<file path="src/rtl/matrix_pkg.sv">
// matrix_pkg: widths, FSM states and default timing shared by the dot-matrix
// scanner and its serial row driver.
package matrix_pkg;

   localparam int ROW_W = 16;
   localparam int COL_W = 4;

   localparam int DEF_CLK_DIV   = 2;
   localparam int DEF_BLANK_CYC = 4;

   typedef enum logic [1:0] {
      IDLE,
      BLANK,
      SHIFT,
      LATCH
   } state_t;

endpackage

</file>
<file path="src/rtl/matrix_shift_driver_if.sv">
// matrix_shift_driver_if: column request in, 74HC595-style panel drive out.
interface matrix_shift_driver_if;
   import matrix_pkg::*;

   logic             load;
   logic [ROW_W-1:0] row_data;
   logic [COL_W-1:0] col_sel;
   logic             ser_data;
   logic             ser_clk;
   logic             ser_latch;
   logic             oe_n;
   logic [COL_W-1:0] col_out;
   logic             busy;
   logic             overrun;

   modport master (
      output load, row_data, col_sel,
      input  ser_data, ser_clk, ser_latch, oe_n, col_out, busy, overrun
   );

   modport slave (
      input  load, row_data, col_sel,
      output ser_data, ser_clk, ser_latch, oe_n, col_out, busy, overrun
   );

endinterface

</file>
<file path="src/rtl/piso_shift16.sv">
// piso_shift16: parallel-load, MSB-first shift register feeding the panel's
// serial data line; it also serves as the row shadow register.
module piso_shift16
   import matrix_pkg::*;
(
   input  logic             clk,
   input  logic             rst_n,
   input  logic             i_load,
   input  logic             i_shift,
   input  logic [ROW_W-1:0] i_data,
   output logic             o_msb
);

   logic [ROW_W-1:0] r_sr;

   always_ff @(posedge clk) begin
      if (!rst_n)
         r_sr <= '0;
      else if (i_load)
         r_sr <= i_data;
      else if (i_shift)
         r_sr <= {r_sr[ROW_W-2:0], 1'b0};
   end

   assign o_msb = r_sr[ROW_W-1];

endmodule

</file>
<file path="src/rtl/matrix_shift_driver.sv">
// matrix_shift_driver: blanks the panel, shifts one column's rows out serially,
// latches them, then switches the column select and re-enables the display.
module matrix_shift_driver
   import matrix_pkg::*;
#(
   parameter int CLK_DIV   = DEF_CLK_DIV,
   parameter int BLANK_CYC = DEF_BLANK_CYC,
   parameter bit ROW_INV   = 1'b0
) (
   input logic                  clk,
   input logic                  rst_n,
   matrix_shift_driver_if.slave bus
);

   localparam int DIV_W = $clog2(CLK_DIV + 1);
   localparam int BLK_W = $clog2(BLANK_CYC + 1);
   localparam logic [DIV_W-1:0] DIV_END = DIV_W'(CLK_DIV - 1);
   localparam logic [BLK_W-1:0] BLK_END = BLK_W'(BLANK_CYC - 1);

   state_t           r_state;
   logic [DIV_W-1:0] r_div;
   logic [BLK_W-1:0] r_blank;
   logic [3:0]       r_bit;
   logic [COL_W-1:0] r_col;
   logic [COL_W-1:0] r_col_out;
   logic             r_ser_clk;
   logic             r_ser_latch;
   logic             r_oe_n;
   logic             r_busy;
   logic             r_overrun;
   logic             w_div_end;
   logic             w_load;
   logic             w_shift;
   logic             w_msb;
   logic [ROW_W-1:0] w_row;

   assign w_div_end = r_div == DIV_END;
   assign w_load    = r_state == IDLE && bus.load;
   // Advance to the next bit only at the end of a high phase; bit 0 is never shifted past.
   assign w_shift   = r_state == SHIFT && w_div_end && r_ser_clk && r_bit != 4'd0;
   assign w_row     = bus.row_data ^ {ROW_W{ROW_INV}};

   piso_shift16 u_piso (
      .clk     (clk),
      .rst_n   (rst_n),
      .i_load  (w_load),
      .i_shift (w_shift),
      .i_data  (w_row),
      .o_msb   (w_msb)
   );

   always_ff @(posedge clk) begin
      if (!rst_n) begin
         r_state     <= IDLE;
         r_div       <= '0;
         r_blank     <= '0;
         r_bit       <= 4'd0;
         r_col       <= '0;
         r_col_out   <= '0;
         r_ser_clk   <= 1'b0;
         r_ser_latch <= 1'b0;
         r_oe_n      <= 1'b1;
         r_busy      <= 1'b0;
         r_overrun   <= 1'b0;
      end else begin
         r_overrun <= bus.load && r_state != IDLE;
         case (r_state)
            IDLE: if (bus.load) begin
               r_state <= BLANK;
               r_col   <= bus.col_sel;
               r_blank <= '0;
               r_busy  <= 1'b1;
               r_oe_n  <= 1'b1;
            end
            BLANK: if (r_blank == BLK_END) begin
               r_state <= SHIFT;
               r_div   <= '0;
               r_bit   <= 4'd15;
            end else begin
               r_blank <= r_blank + 1'b1;
            end
            SHIFT: if (!w_div_end) begin
               r_div <= r_div + 1'b1;
            end else begin
               r_div     <= '0;
               r_ser_clk <= !r_ser_clk;
               if (r_ser_clk && r_bit == 4'd0) begin
                  r_state     <= LATCH;
                  r_ser_latch <= 1'b1;
               end else if (r_ser_clk) begin
                  r_bit <= r_bit - 1'b1;
               end
            end
            LATCH: if (!w_div_end) begin
               r_div <= r_div + 1'b1;
            end else begin
               r_div       <= '0;
               r_state     <= IDLE;
               r_ser_latch <= 1'b0;
               r_col_out   <= r_col;
               r_oe_n      <= 1'b0;
               r_busy      <= 1'b0;
            end
            default: r_state <= IDLE;
         endcase
      end
   end

   assign bus.ser_data  = w_msb;
   assign bus.ser_clk   = r_ser_clk;
   assign bus.ser_latch = r_ser_latch;
   assign bus.oe_n      = r_oe_n;
   assign bus.col_out   = r_col_out;
   assign bus.busy      = r_busy;
   assign bus.overrun   = r_overrun;

endmodule

</file>
<file path="src/flat_wrapper.sv">
// flat-port wrapper written by rule: the top's interface ports become plain ports
module matrix_shift_driver_flat import matrix_pkg::*;
#(
   parameter int CLK_DIV   = DEF_CLK_DIV,
   parameter int BLANK_CYC = DEF_BLANK_CYC,
   parameter bit ROW_INV   = 1'b0
)
  (clk, rst_n, bus_load, bus_row_data, bus_col_sel, bus_ser_data, bus_ser_clk, bus_ser_latch, bus_oe_n, bus_col_out, bus_busy, bus_overrun);
  matrix_shift_driver_if bus_i ();
  input logic clk;
  input logic rst_n;
  input wire logic [$bits(bus_i.load)-1:0] bus_load;
  input wire logic [$bits(bus_i.row_data)-1:0] bus_row_data;
  input wire logic [$bits(bus_i.col_sel)-1:0] bus_col_sel;
  output wire logic [$bits(bus_i.ser_data)-1:0] bus_ser_data;
  output wire logic [$bits(bus_i.ser_clk)-1:0] bus_ser_clk;
  output wire logic [$bits(bus_i.ser_latch)-1:0] bus_ser_latch;
  output wire logic [$bits(bus_i.oe_n)-1:0] bus_oe_n;
  output wire logic [$bits(bus_i.col_out)-1:0] bus_col_out;
  output wire logic [$bits(bus_i.busy)-1:0] bus_busy;
  output wire logic [$bits(bus_i.overrun)-1:0] bus_overrun;
  assign bus_i.load = bus_load;
  assign bus_i.row_data = bus_row_data;
  assign bus_i.col_sel = bus_col_sel;
  assign bus_ser_data = bus_i.ser_data;
  assign bus_ser_clk = bus_i.ser_clk;
  assign bus_ser_latch = bus_i.ser_latch;
  assign bus_oe_n = bus_i.oe_n;
  assign bus_col_out = bus_i.col_out;
  assign bus_busy = bus_i.busy;
  assign bus_overrun = bus_i.overrun;
  matrix_shift_driver #(.CLK_DIV(CLK_DIV), .BLANK_CYC(BLANK_CYC), .ROW_INV(ROW_INV)) u_core (.clk(clk), .rst_n(rst_n), .bus(bus_i));
endmodule
</file>
<file path="config.mk">
export PLATFORM = sky130hd
export DESIGN_NAME = matrix_shift_driver_flat
export DESIGN_NICKNAME = d
export VERILOG_FILES = /design/src/rtl/matrix_pkg.sv /design/src/rtl/matrix_shift_driver_if.sv /design/src/rtl/piso_shift16.sv /design/src/rtl/matrix_shift_driver.sv /design/src/flat_wrapper.sv
export SDC_FILE = /design/constraint.sdc
export NUM_CORES = 1
export LEC_CHECK = 0
export CAP_MARGIN = 20
export CORE_MARGIN = 4
export CORE_UTILIZATION = 40
export DETAILED_ROUTE_END_ITERATION = 10
export PLACE_DENSITY = 0.6
export SYNTH_ARGS = -nofsm -noshare
export SYNTH_HDL_FRONTEND = slang
export SYNTH_HIERARCHICAL = 1
export SYNTH_SLANG_ARGS = --single-unit
</file>
<file path="constraint.sdc">
create_clock -name clk -period 2.3 [get_ports clk]
set_input_delay 0.69 -clock clk [delete_from_list [all_inputs] [get_ports clk]]
set_output_delay 0.69 -clock clk [all_outputs]
set_load 0.02 [all_outputs]
</file>
======== Yosys cells after proc, flatten, opt, wreduce, memory -nomap -nowiden ========
Index checks and enable logic that the tools add are counted.
storage, ports and cells
  register bits ........................... 40
  bits in latches ......................... 0
  RAM bits ................................ 0
  ROM bits ................................ 0
  input bits .............................. 23
  output and inout bits ................... 10
  memories ................................ 0
cells by class
  add/subtract/negate cells ............... 3
  multipliers ............................. 0
  div/mod/pow operators ................... 0
  $lt $le $gt $ge ......................... 0
  equality and inequality tests ........... 13
  shift-type cells ........................ 0
  multiplexer cells ....................... 25
  bitwise operators ....................... 0
  reductions and logical operators ........ 27
operators with widths
  operator                                                number
  two-way mux 16 bit                                      2
  two-way mux 4 bit                                       4
  two-way mux 2 bit                                       7
  nonzero test 2 bit                                      7
  AND reduction 5 bit                                     2
  inequality test 2 x 1 -> 1 bit (second input constant)  4
  inequality test 2 bit (second input constant)           4
  one-hot mux 2 bit (4 select lines)                      1
  one-hot mux 4 bit (2 select lines)                      1
  AND reduction 2 bit                                     4
  logical AND 1 bit                                       6
  two-way mux 3 bit                                       2
  one-hot mux 3 bit (2 select lines)                      1
  AND reduction 3 bit                                     2
  equality test 2 x 1 -> 1 bit (second input constant)    2
  equality test 2 bit (second input constant)             2
  zero test 4 bit                                         1
  two-way mux 1 bit                                       4
  one-hot mux 1 bit (2 select lines)                      2
  one-hot mux 2 bit (2 select lines)                      1
  AND reduction 4 bit                                     1
  nonzero test 4 bit                                      1
  subtractor 4 x 1 -> 4 bit (second input constant)       1
  adder 3 x 1 -> 3 bit (second input constant)            1
  other kinds (5)                                         5

======== Depth between registers and ports, before layout ========
  word-level depth ........................ 6
  mapped depth ............................ 9
  gate-level depth less buffers ........... 6

======== By module ========
Netlist, hierarchy kept.
modules (own cells, without submodules)
  module               instances  cells an instance  area an instance (um^2)
  matrix_shift_driver  1          137                1232.4
  piso_shift16         1          70                 842.1

======== Worst setup path before layout ========
OpenSTA, ideal clock, no wires.
  path type ............................... register -> register
  from .................................... register u_core.r_state[0]
  to ...................................... register u_core.u_piso.r_sr[10]
  setup time .............................. 116 ps
  arrival ................................. 1751 ps
  setup slack ............................. 433 ps
  cell stages (with the launch flop) ...... 10
  cell sequence ........................... dfxtp_1 -> inv_1 -> ha_1 -> buf_2 -> nand4b_1 -> nor2_1 -> buf_6 -> buf_12 -> mux2_4 -> o211a_1
on the way
  cells in the longest elaborated chain, start to end .. 5
ends and longest elaborated chain
  element                         RTL line                   RTL
  start: declaration              matrix_shift_driver.sv:20  state_t r_state;
  start signal: assignment        matrix_shift_driver.sv:54  r_state <= IDLE;
  start signal: assignment        matrix_shift_driver.sv:69  r_state <= BLANK;
  start signal: assignment        matrix_shift_driver.sv:76  r_state <= SHIFT;
  equality test 2 bit             matrix_shift_driver.sv:40  assign w_shift = r_state == SHIFT && w_div_end && r_ser_clk && r_bit != 4'd0;
  logical AND 1 bit (3 in a row)  matrix_shift_driver.sv:40
  named net u_core.w_shift        matrix_shift_driver.sv:33  logic w_shift;
  nonzero test 2 bit (no line)    --
  end signal: assignment          piso_shift16.sv:20         r_sr <= i_data;
  end signal: assignment          piso_shift16.sv:22         r_sr <= {r_sr[ROW_W-2:0], 1'b0};
  end: declaration                piso_shift16.sv:14         logic [ROW_W-1:0] r_sr;
The timed path passes the listed nets, and every way through them passes these cells.
A chain may end at the register's enable or synchronous reset.

======== Worst setup path after layout ========
  from .................................... register u_core.r_ser_clk (netlist: u_core/bus.ser_clk)
  to ...................................... output port bus_ser_clk
RTL lines
  element                   RTL line                   RTL
  start: declaration        matrix_shift_driver.sv:26  logic r_ser_clk;
  start signal: assignment  matrix_shift_driver.sv:86  r_ser_clk <= !r_ser_clk;
  end: declaration          flat_wrapper.sv:16         output wire logic [$bits(bus_i.ser_clk)-1:0] bus_ser_clk;
No word-level cell between the ends.

==> impl_metrics.py <==
metrics = {
    "global_route": {
        "groute.usage.overall_pct": 13.7,
        "grt_max_degree": 20,
        "grt_antenna_before_repair": 0,
        "grt_pass1_wl_um": 6870,
        "grt_pass1_vias": 1548,
        "grt_overflow_total": 0,
    },
    "logic_synthesis": {
        "synthArstFlopShare_pct": 0,
        "seq_area_frac_synth_pct": 38.6,
        "synth_simple_gate_area_share_pct": 19.8,
        "postSynthNetCount": 239,
        "synth_xor_xnor_area_share_pct": 0.422,
        "post_synth_inst_count": 207,
        "syn_area_per_cell_um2": 10.0,
        "largest_family_of_logic_cells_by_synthesized_area": "simple AND/OR/NAND/NOR gates",
        "yosysWarnings": 6,
        "top_cells_by_area_synth": "dfxtp_1 39%, o211a_1 9.2%, mux2_4 6.5%",
        "synth-compound-area-share_pct": 18.6,
        "synth.most_common_cell": "dfxtp_1",
        "synthDominantAreaCellType": "dfxtp_1",
        "post_synth_fa_ha_maj_area_fraction_pct": 5.43,
        "yosys.area.top_type_share_pct": 38.6,
        "synth_area_um2": 2070,
        "synth_ff_type": "dfxtp_1",
        "synthMuxAreaShare_pct": 11.7,
        "ys_ff_latch": 40,
        "edff_count_synth": 0,
        "ys_top_cells_by_count": "40 x dfxtp_1, 22 x nand2_1, 19 x o211a_1, 17 x nand2b_1",
        "synthDistinctLibCells": 43,
    },
    "critical_path": {
        "r2r.worst_path.cells": 7,
        "worst_setup_path_end_kind": "primary output",
        "worst_r2r_startpoint": "u_core/r_state[0]$_SDFFE_PN0P_",
        "crit_path_max_incr_delay_ps": 640,
        "arr_time_crit_path_ps": 1370,
        "setup.worst_path.class": "flop to primary output",
        "worst-endpoint-required_ps": 1610,
        "reg2reg_to": "u_core/u_piso/r_sr[13]$_SDFFE_PN0P_",
        "critical_path_buf_inv_count": 1,
        "cp-start-kind": "flop",
        "r2r_setup_slack_ps": 360,
        "crit_slowest_cell": "clkdlybuf4s50_1",
        "path_cells": "clkdlybuf4s50_1",
        "crit_fanout": 6,
        "critical-path-top-delay-family": "buffers and inverters",
    },
    "power_and_ir_drop": {
        "worst_supply_voltage_drop_on_vdd_mv": 0.481,
        "static-leakage-power_uw": 0.00116,
        "powerDensity_nw_per_um2": 984,
    },
    "cells_and_area": {
        "design_area_um2": 2570,
        "syn2layout_area_growth_pct": 23.8,
        "filler_cell_count": 477,
        "nNetsFinal": 274,
        "post_route_cells_drive_above_1_share_pct": 15.2,
        "diodes": 0,
    },
    "clocking": {
        "clk_transition_reported_paths_ps": 80,
        "cts_resized": 0,
        "cts_tree": "yes",
        "numCtsBuffers": 5,
        "cts_max_path_buffers": 2,
        "clockRootBuffer": "clkbuf_8",
        "postCtsSetupBuffers": 0,
        "cts.sinks": 40,
        "clock_latency_ps": 290,
        "clock_tree.htree_level_count": 2,
        "post_cts_hold_buffer_count": 0,
    },
    "sta": {
        "unrepaired_setup_endpoints_after_global_routing": "no",
        "final_hold_viol_count": 0,
        "skew_ps": 5.58,
        "worst-slew-pin-transition_ps": 419,
        "max_clock_freq_mhz": 485,
        "final_max_tran_viols": 0,
        "holdWs_ps": 474,
        "layout_worst_path_cycle_share_pct": 89.6,
        "finalSetupViolCount": 0,
        "period_minus_slack_ps": 2060,
        "setup-tns-final_ps": 0,
        "slew_headroom_pct": 72.0,
    },
    "floorplanning": {
        "die_height_um": 80.0,
        "design.die.area_um2": 6400,
        "core_area_um2": 4880,
        "row_count": 25,
        "start_util_pct": 42.5,
        "die_width_um": 80.0,
        "top_level_pins": 33,
    },
    "detailed_routing": {
        "drc": 0,
        "via_per_inst": 4.82,
        "detailedRoute.firstIterationViolations": 56,
        "drt.antenna.violating_nets": 0,
        "avgRoutedWirePerCell_um": 12.9,
        "wirelength_um": 3990,
        "first_pass_iters": 4,
        "via_count": 1494,
    },
    "place": {
        "hpwl_after_detailed_placement_um": 2910,
        "globalplace.congestion": 0.793,
        "placed_cell_area_um2": 2460,
        "port_buffers": 32,
    },
    "run": {
        "timing.max_cap.violations": 0,
    },
    "status": {
        "run_status": "completed",
    },
    "worst_hold_path": {
        "min-delay-start": "u_core/r_col[0]$_SDFFE_PN0P_",
        "min_path_type": "flop to flop",
        "hold_path_end": "u_core/r_col[0]$_SDFFE_PN0P_",
        "hold_depth": 2,
    },
}
==> metal layers <==
metal	share of wire (%)	vias to the layer above	track usage [%]
met3	3.5	4	3.61
met5	0	-	0
met4	1.1	0	5.57
met1	51	675	17.4
li1	-	792	-
met2	45	23	21.9
==> logic make-up (layout without fill, tap and decap cells) <==
| logic type | count (synthesis) | in the layout |
|---|---|---|
| and+or+nand+nor | 73 | 73 |
| AOI/OAI and AO/OA | 46 | 46 |
| DFF | 40 | 40 |
| muxes | 19 | 19 |
| buffers and inverters | 19 | 55 |
| adders and majority gates | 9 | 9 |
| xor gates and xnor gates | 1 | 1 |
==> how the worst max path moves through the flow <==
stage	start	end	slack, ps	cells past startpoint
after CTS	u_core/bus.ser_clk$_SDFFE_PN0N_	bus_ser_clk	210	1
after detailed placement	bus_load	u_core/u_piso/r_sr[11]$_SDFFE_PN0P_	240	6
after global placement	bus_load	u_core/r_blank[1]$_SDFFE_PN0P_	260	5
after global routing	u_core/bus.ser_clk$_SDFFE_PN0N_	bus_ser_clk	160	1
final	u_core/bus.ser_clk$_SDFFE_PN0N_	bus_ser_clk	240	1
after floorplan	u_core/r_state[0]$_SDFFE_PN0P_	u_core/u_piso/r_sr[10]$_SDFFE_PN0P_	430	9
==> where the power goes <==
part	total [µW]	internal [µW]	switching, µW
combinational	985	492	493
sequential	976	858	118
clock	567	322	245
==> flip-flops by register name, indices dropped and copies added, names as in the netlist <==
name / flops
u_core/bus.oe_n: 1
u_core/r_bit: 4
u_core/bus.busy: 1
u_core/r_state: 2
u_core/r_blank: 3
u_core/bus.ser_clk: 1
u_core/bus.overrun: 1
u_core/bus.ser_latch: 1
u_core/bus.col_out: 4
u_core/r_div: 2
u_core/u_piso/r_sr: 16
u_core/r_col: 4
==> metrics by stage <==
stage	instances	utilization (%)	power (µW)	setup WS [ps]
2_1_floorplan	207	-	1750	433
3_3_place_gp	302	50.4	1970	256
3_5_place_dp	302	50.4	1980	240
4_1_cts	310	52.6	2560	214
5_1_grt	310	52.6	2720	161
6_report	310	52.6	2530	239
==> final cells by class <==
type / instances / area [µm²] / area share (%)
clock inverter: 2 / 35.0 / 1.36
tap: 67 / 83.8 / 3.27
multi-input combinational: 148 / 1160 / 45.2
timing repair buffer: 39 / 385 / 15.0
sequential: 40 / 801 / 31.2
clock buffer: 6 / 72.6 / 2.83
inverter: 8 / 30.0 / 1.17
==> cell usage in the layout (no fill, tap or decap), drive strengths merged, types with 2 or more instances in the layout <==
cell type / netlist / layout
dfxtp: 40 / 40
inv: 8 / 8
a21boi: 11 / 11
ha: 9 / 9
o211ai: 2 / 2
clkbuf: 4 / 6
a21oi: 3 / 3
nor2: 9 / 9
mux2: 15 / 15
o211a: 19 / 19
or3b: 2 / 2
o21ai: 3 / 3
and3: 2 / 2
nand2: 22 / 22
clkdlybuf4s50: 0 / 32
and2: 2 / 2
mux2i: 4 / 4
nand3: 5 / 5
nor3: 2 / 2
buf: 7 / 7
nand2b: 17 / 17
o21a: 3 / 3
nor2b: 6 / 6
Note: power is estimated with default switching activity, not from simulation.
